--- src/rtl/timer_controller_pkg.sv ---
// -----------------------------------------------------------------------------
// timer_controller_pkg
// Shared definitions for the door/alarm timer controller:
//   - interval / param_sel encodings (SEL_*)
//   - default delay values in seconds (DEF_T_*)
//   - FSM state encoding (state_t)
//   - param_write_ok(): a reprogram value is usable only when non-zero
// -----------------------------------------------------------------------------
package timer_controller_pkg;

    localparam logic [1:0] SEL_ARM   = 2'b00;
    localparam logic [1:0] SEL_DRV   = 2'b01;
    localparam logic [1:0] SEL_PASS  = 2'b10;
    localparam logic [1:0] SEL_ALARM = 2'b11;

    localparam int unsigned DEF_T_ARM   = 32'd6;
    localparam int unsigned DEF_T_DRV   = 32'd8;
    localparam int unsigned DEF_T_PASS  = 32'd15;
    localparam int unsigned DEF_T_ALARM = 32'd10;

    typedef enum logic {
        ST_IDLE  = 1'b0,
        ST_COUNT = 1'b1
    } state_t;

    // A zero time would mean "expire immediately"; such writes are discarded.
    function automatic logic param_write_ok(input logic [3:0] value);
        return (value != 4'd0);
    endfunction

endpackage

--- src/rtl/timer_controller_tick_divider.sv ---
// -----------------------------------------------------------------------------
// tick_divider
// Counts clock edges modulo DIV and flags the last count of each period.
// Ports:
//   i_clock  - system clock (rising edge)
//   i_reset  - synchronous active-high reset, counter -> 0
//   i_clear  - synchronous clear, counter -> 0 (restarts the period)
//   o_tick   - high for one cycle when the counter sits at DIV-1, i.e. the
//              next rising edge completes a full DIV-edge period
// -----------------------------------------------------------------------------
module tick_divider #(
    parameter int unsigned DIV = 32'd50_000_000
) (
    input  logic i_clock,
    input  logic i_reset,
    input  logic i_clear,
    output logic o_tick
);

    localparam int unsigned W = (DIV > 32'd1) ? $clog2(DIV) : 32'd1;
    localparam logic [W-1:0] LAST = W'(DIV - 32'd1);

    logic [W-1:0] r_cnt;

    // Modulo-DIV edge counter with synchronous reset and clear.
    always_ff @(posedge i_clock) begin
        if (i_reset || i_clear) begin
            r_cnt <= '0;
        end else if (r_cnt == LAST) begin
            r_cnt <= '0;
        end else begin
            r_cnt <= r_cnt + 1'b1;
        end
    end

    // Decoded from the counter register so the consumer acts on the very
    // edge that completes the period.
    assign o_tick = (r_cnt == LAST);

endmodule

--- src/rtl/timer_controller.sv ---
// -----------------------------------------------------------------------------
// timer_controller
// Seconds-based countdown timer with four programmable delays (arm, driver
// door, passenger door, alarm) and a free-running 1 Hz strobe.
// Ports:
//   clock          - system clock (rising edge)
//   reset          - synchronous active-high reset
//   start_timer    - load remaining from param[interval] and (re)start counting
//   interval[1:0]  - delay select sampled with start_timer
//   reprogram      - write time_value into param[param_sel] (ignored if 0)
//   param_sel[1:0] - reprogram target, same encoding as interval
//   time_value[3:0]- new delay in seconds
//   expired        - one-cycle pulse when a countdown completes
//   one_hz_enable  - one-cycle pulse every CLK_HZ edges, never restarted
//   busy           - countdown in progress
//   remaining[3:0] - seconds left in the current countdown
// -----------------------------------------------------------------------------
module timer_controller
    import timer_controller_pkg::*;
#(
    parameter int unsigned CLK_HZ      = 32'd50_000_000,
    parameter int unsigned T_ARM_DEF   = DEF_T_ARM,
    parameter int unsigned T_DRV_DEF   = DEF_T_DRV,
    parameter int unsigned T_PASS_DEF  = DEF_T_PASS,
    parameter int unsigned T_ALARM_DEF = DEF_T_ALARM
) (
    input  logic       clock,
    input  logic       reset,
    input  logic       start_timer,
    input  logic [1:0] interval,
    input  logic       reprogram,
    input  logic [1:0] param_sel,
    input  logic [3:0] time_value,
    output logic       expired,
    output logic       one_hz_enable,
    output logic       busy,
    output logic [3:0] remaining
);

    logic       w_free_tick;
    logic       w_cnt_tick;

    state_t     r_state;
    logic [3:0] r_param [4];
    logic [3:0] r_remaining;
    logic       r_expired;
    logic       r_busy;
    logic       r_one_hz;

    // Free-running divider behind one_hz_enable; only reset restarts it.
    tick_divider #(.DIV(CLK_HZ)) u_free_div (
        .i_clock (clock),
        .i_reset (reset),
        .i_clear (1'b0),
        .o_tick  (w_free_tick)
    );

    // Countdown prescaler, re-phased on every start so the first second is full.
    tick_divider #(.DIV(CLK_HZ)) u_count_div (
        .i_clock (clock),
        .i_reset (reset),
        .i_clear (start_timer),
        .o_tick  (w_cnt_tick)
    );

    // Registered 1 Hz strobe.
    always_ff @(posedge clock) begin
        if (reset) begin
            r_one_hz <= 1'b0;
        end else begin
            r_one_hz <= w_free_tick;
        end
    end

    // Parameter registers plus the IDLE/COUNT FSM with its registered outputs.
    always_ff @(posedge clock) begin
        if (reset) begin
            r_state            <= ST_IDLE;
            r_remaining        <= 4'd0;
            r_expired          <= 1'b0;
            r_busy             <= 1'b0;
            r_param[SEL_ARM]   <= 4'(T_ARM_DEF);
            r_param[SEL_DRV]   <= 4'(T_DRV_DEF);
            r_param[SEL_PASS]  <= 4'(T_PASS_DEF);
            r_param[SEL_ALARM] <= 4'(T_ALARM_DEF);
        end else begin
            r_expired <= 1'b0;

            // Non-blocking write: a start on this edge still reads the old value.
            if (reprogram && param_write_ok(time_value)) begin
                r_param[param_sel] <= time_value;
            end else begin
                r_param[param_sel] <= r_param[param_sel];
            end

            // Start wins over everything, including a coincident final tick.
            if (start_timer) begin
                r_state     <= ST_COUNT;
                r_busy      <= 1'b1;
                r_remaining <= r_param[interval];
            end else begin
                case (r_state)
                    ST_IDLE: begin
                        r_busy <= 1'b0;
                    end
                    ST_COUNT: begin
                        if (w_cnt_tick) begin
                            // <= 1 also covers a zero default, so no wrap.
                            if (r_remaining <= 4'd1) begin
                                r_remaining <= 4'd0;
                                r_state     <= ST_IDLE;
                                r_busy      <= 1'b0;
                                r_expired   <= 1'b1;
                            end else begin
                                r_remaining <= r_remaining - 4'd1;
                            end
                        end else begin
                            r_remaining <= r_remaining;
                        end
                    end
                    default: begin
                        r_state     <= ST_IDLE;
                        r_busy      <= 1'b0;
                        r_remaining <= 4'd0;
                    end
                endcase
            end
        end
    end

    assign expired       = r_expired;
    assign one_hz_enable = r_one_hz;
    assign busy          = r_busy;
    assign remaining     = r_remaining;

endmodule
--- config.mk ---
export PLATFORM = sky130hd
export DESIGN_NAME = timer_controller
export DESIGN_NICKNAME = d
export VERILOG_FILES = /design/src/rtl/timer_controller_pkg.sv /design/src/rtl/timer_controller_tick_divider.sv /design/src/rtl/timer_controller.sv
export SDC_FILE = /design/constraint.sdc
export NUM_CORES = 1
export LEC_CHECK = 0
export ABC_CLOCK_PERIOD_IN_PS = 3800
export BUFFER_PORTS_ARGS = -buffer_cell sky130_fd_sc_hd__buf_2
export CAP_MARGIN = 20
export CORE_ASPECT_RATIO = 0.6
export CORE_MARGIN = 2
export CORE_UTILIZATION = 35
export DETAILED_ROUTE_END_ITERATION = 10
export PLACE_DENSITY = 0.5
export SETUP_SLACK_MARGIN = 0.15
export SLEW_MARGIN = 20
export SYNTH_ARGS = -nofsm -noshare
export SYNTH_HDL_FRONTEND = slang
export SYNTH_SLANG_ARGS = --single-unit
--- constraint.sdc ---
create_clock -name clock -period 3.8 [get_ports clock]
set_input_delay 0.76 -clock clock [delete_from_list [all_inputs] [get_ports clock]]
set_output_delay 0.76 -clock clock [all_outputs]
set_load 0.05 [all_outputs]
### Word level (Yosys, flattened, before mapping)

Memories as Yosys holds them, arrays and structs flattened.
Index checks and enable logic that the tools add are counted.

* add/subtract/negate cells: 3
* $mul: 0
* div/mod/pow operators: 0
* order comparisons: 1
* equal/unequal tests: 5
* shifts and indexed selects: 0
* multiplexer cells: 25
* bitwise logic cells: 3
* reductions and logical operators: 12

Operators by type and width (number)
* 26-bit by 1-bit adder with 26-bit output (second input constant): 2
* 26-bit equality test (second input constant): 2
* 4-bit two-way mux: 6
* 1-bit two-way mux: 17
* 4-bit OR reduction: 2
* 3-bit by 2-bit inequality test with 1-bit output (second input constant): 2
* 2-bit AND reduction: 3
* 4-bit by 1-bit less-or-equal comparator with 1-bit output (second input constant): 1
* 2-bit nonzero test: 2
* 4-bit nonzero test: 1
* 2-bit OR reduction: 2
* 4-bit by 1-bit subtractor with 4-bit output (second input constant): 1
* 2-bit two-way mux: 1
* 1-bit inverter: 2
* 1-bit one-hot mux with 2 select lines: 1
* 1-bit logical AND: 1
* 1-bit logical OR: 1
* 0-bit inequality test: 1
* 1-bit OR: 1

* register bits: 60
* bits in latches: 0
* RAM bits: 16
* ROM bits: 0
* bits of input ports: 12
* logic and storage cells: 57
* memories: 1

Memory list
* r_param: words 4, width 4, read ports 1, clocked after Yosys merged registers in 0, write ports 4, RTL line timer_controller.sv:44 `logic [3:0] r_param [4];`

### Logic depth before layout (Yosys ltp)

* word-level depth: 9
* gate-level depth with buffers: 6
* mapped depth without buffers: 6

### Cells and area by module

From an unflattened synthesis, not the netlist that was laid out.

* cells, all modules: 377
* area, all modules: 3702.3 um2

Modules (own cells, without submodules)
* tick_divider: times used 2, cells an instance 142, area each 1268.7 um2
* timer_controller: times used 1, cells an instance 93, area each 1164.9 um2

### Least setup slack after synthesis

No wires, ideal clock.

* path type: input-to-reg
* start: in reset
* end: mem r_param[2][0] (enable)
* library setup time: 0.298 ns
* arrival: 1.767 ns
* setup slack: 1.736 ns
* stages: 5
* path buffers: 1
* cells stage by stage: clkbuf_1 inv_1 nand2b_1 nor3b_1 or2_2

RTL lines
* start, declared: RTL line timer_controller.sv:28 `input logic reset,`
* end, declared: RTL line timer_controller.sv:44

### Final worst setup path

* start: reg u_count_div.r_cnt[16]
* end: reg u_count_div.r_cnt[2]

* word-level cells in the longest chain between the ends: 2

RTL lines
* start, declared: RTL line timer_controller_tick_divider.sv:23 `logic [W-1:0] r_cnt;`
* start signal, assigned: RTL line timer_controller_tick_divider.sv:32 `r_cnt <= r_cnt + 1'b1;`
* 26-bit equality test: RTL line timer_controller_tick_divider.sv:29 `end else if (r_cnt == LAST) begin`
* 2-bit OR reduction (no line)

No other way between the ends.
A chain may end at the register's enable or synchronous reset.

==> results.md <==
- Total GRT Usage: 14.46%
- CP Launch Type: flip-flop
- Remaining Overflow, GRT: 0
- Post-DRT Antenna Nets: 0
- Initial Util: 36.48%
- CP delay by family, top: simple AND/OR/NAND/NOR gates
- Number of global-route vias before repair: 2562
- Syn nets: 402
- Area Overhead vs Synth: 14.87%
- RSZ-0062 raised after global routing: no
- DRT iter0 DRCs: 216
- Synth Area in Adders: 1.374%
- Crit path max-delay cell type: o31ai_2
- Synth area leader: dfxtp_1
- Status: finished, final reports clean
- Fin crit period: 2.242 ns
- Initial antenna violation count: 0
- Synth warn: 0
- Worst skew pair latency: 0.34 ns
- First-pass GRT wire length: 12870 um
- Share of cells above drive strength 1: 14.11%
- Mapped Avg Cell Area: 9.436 um^2
- R2R Path Start: u_count_div.r_cnt[16]
- Worst Path Buf+Inv: 1
- Unique masters post-synth: 47
- Row count: 28
- Drt total wl: 7786 um
- Simple-Gate Fraction of Synth Area: 28.82%
- Worst reg2reg endpoint: u_count_div.r_cnt[2]
- I/O Pins: 19
- Clk sinks: 76
- Clk_skew: 0.007740 ns
- Total power: 1.875 mW
- Largest family of logic cells by synthesized area: simple AND/OR/NAND/NOR gates
- Number of buffers added on ports: 18
- Crit share post-route: 58.99%
- Worst setup path category: reg2reg
- Num CTS Buffers: 9
- Fillers: 1000
- Mux share of post-synthesis cell area: 3.538%
- WHS Path Cells: 2
- Top FF cell, synth: dfxtp_1
- Final hold vios: 0
- Die Footprint: 11270 um^2
- Ys async rst share: 0%
- Critical path arrival: 2.46 ns
- N_diodes: 0
- Finished Core Util: 41.90%
- R2R Setup Slk: 1.56 ns
- VDD IR max: 0.0002294 V
- Hold EP: u_count_div.r_cnt[25]
- Hpwl dp: 5597 um
- Max-cap viol count: 0
- List of most frequent post-synthesis cells: 60 x dfxtp_1, 34 x nor2_1, 28 x a21oi_1, 20 x nand3_1, 18 x nand2_1
- Global placement routability congestion: 0.7542
- Die X: 135.7 um
- Least-Margin Pin Slew: 0.5727 ns
- Post-synth EDFFs: 16
- CTS Hold Buffers Added: 0
- HP Start: u_count_div.r_cnt[25]
- Core ar.: 9985 um^2
- Synth Cell Area: 3642 um^2
- XOR/XNOR Fraction of Synth Area: 6.012%
- Number of synthesized register bits: 76
- CTS tree: yes
- Required time worst endpoint: 4.01 ns
- Die extent in y: 83.02 um
- DRC violations left: 0
- Crit end category: flip-flop
- Fmax: 0.4461 GHz
- Relative slew slack: 61.60%
- Setup TNS: 0 ns
- Post-layout net count: 422
- DR vias: 2887
- R2R cell count: 5
- Post-CTS sizing: 0
- Wire per inst: 14.26 um
- H-tree Lvls: 3
- Ranking of synthesized cells by area: dfxtp_1 33%, edfxtp_1 13%, a21oi_1 3.8%, nor2_1 3.5%, xnor2_1 3.4%
- Pleak: 1.366 nW
- Hold WC Path Type: reg2reg
- CP max FO: 21
- Post-synthesis sequential area ratio: 46.17%
- Slew Limit Fails: 0
- Setup Viol. Count Final: 0
- Compound-gate portion of the synthesized area: 11.20%
- Most numerous cell in the Yosys netlist: dfxtp_1
- CTS root buffer: clkbuf_16
- Largest net degree at the start of global routing: 26
- Yosys top cell area share: 32.98%
- Clock Tree Buf Depth: 2
- TritonRoute pass-1 iters: 4
- PwrDens: 448.2 nW/um^2
- Gate count after technology mapping: 386
- CP max stage delay: 0.54 ns
- CP cell instances: nor4b_1 > nand4_1 > o31ai_2 > buf_4 > nor2_1
- Post-CTS Setup Inserts: 0
- Clk slew on worst S/H paths: 0.06 ns
- Vias per inst: 5.288
==> routing by layer <==
metal  routed length (um)  share of wire (%)  vias up  global-route usage, %
li1                     -                  -     1487                      -
met1                 4386                 56     1363                  22.47
met2                 3086                 40       35                  18.00
met3                  280                3.6        2                  4.762
met4                   34               0.44        0                  5.114
met5                    0                  0        -                      0
==> worst max-delay path by stage <==
stage               slack (ns)  cells past startpoint                    to             startpoint
floorplan                 1.74                      5         r_param[2][0]                  reset
finish                    1.56                      5  u_count_div.r_cnt[2]  u_count_div.r_cnt[16]
detailed placement        1.41                      5         r_param[2][3]                  reset
global placement          1.50                      5         r_param[2][3]                  reset
CTS                       1.56                      5  u_count_div.r_cnt[2]  u_count_div.r_cnt[16]
global route              1.32                      5  u_count_div.r_cnt[2]  u_count_div.r_cnt[16]
==> layout by cell type (no fill, tap or decap), types with 4 or more instances in the layout <==
cell type,netlist,routed
o31ai_1,11,11
and2_1,6,6
nand2b_1,8,8
buf_2,0,18
a21oi_1,28,28
mux2i_1,5,5
nand2_1,18,18
or3_1,12,12
or2_2,6,6
nand4_1,16,16
edfxtp_1,16,16
nor4_1,8,8
o21ai_0,15,15
inv_1,13,13
nand3_1,20,20
nor2_1,34,34
ha_1,4,4
and3_1,7,7
xnor2_1,14,14
nor3_1,9,9
clkbuf_16,0,10
xor2_1,11,11
and4_1,7,7
or4_1,10,10
dfxtp_1,60,60
==> through the flow <==
stage	hold slack, ns	cell area, um^2	cells	worst slack (ns)
floorplan	0.4373	3642	386	1.736
global placement	0.4595	3860	530	1.496
detailed placement	0.4644	3860	530	1.408
CTS	0.4738	4184	546	1.559
global route	0.5015	4184	546	1.324
finish	0.4765	4184	546	1.558
==> cell type report <==
class                   count  area, um^2  share of cell area (%)
clock inverters             4       55.05                   1.316
flip-flops and latches     76        1682                   40.19
multi-input cells         286        1856                   44.35
inverters                  13       48.80                   1.166
well taps                 135       168.9                   4.037
repair buffers             20       105.1                   2.512
clock buffers              12       269.0                   6.429
==> registers in the layout (all words and copies together), names as in the netlist <==
register / flops
busy: 1
expired: 1
one_hz_enable: 1
r_param: 16
r_state: 1
remaining: 4
u_count_div.r_cnt: 26
u_free_div.r_cnt: 26
==> worst min-delay path, delay by kind of cell (launching register included) <==
family / cells / cell delay (ns)
DFF: 1 / 0.31
AOI/OAI and AO/OA: 2 / 0.12
==> cell families after synthesis <==
| kind of cell | after synthesis |
|---|---|
| AOI/OAI and AO/OA | 67 |
| and+or+nand+nor | 181 |
| muxes | 9 |
| adders and majority gates | 4 |
| buffers and inverters | 24 |
| xor gates and xnor gates | 25 |
| DFF | 76 |
==> where the power goes <==
part	internal (mW)	switching (mW)	total, mW
clock	0.571	0.333	0.904
combinational	0.0421	0.0678	0.110
sequential	0.846	0.0156	0.862
Note: power is estimated with default switching activity, not from simulation.
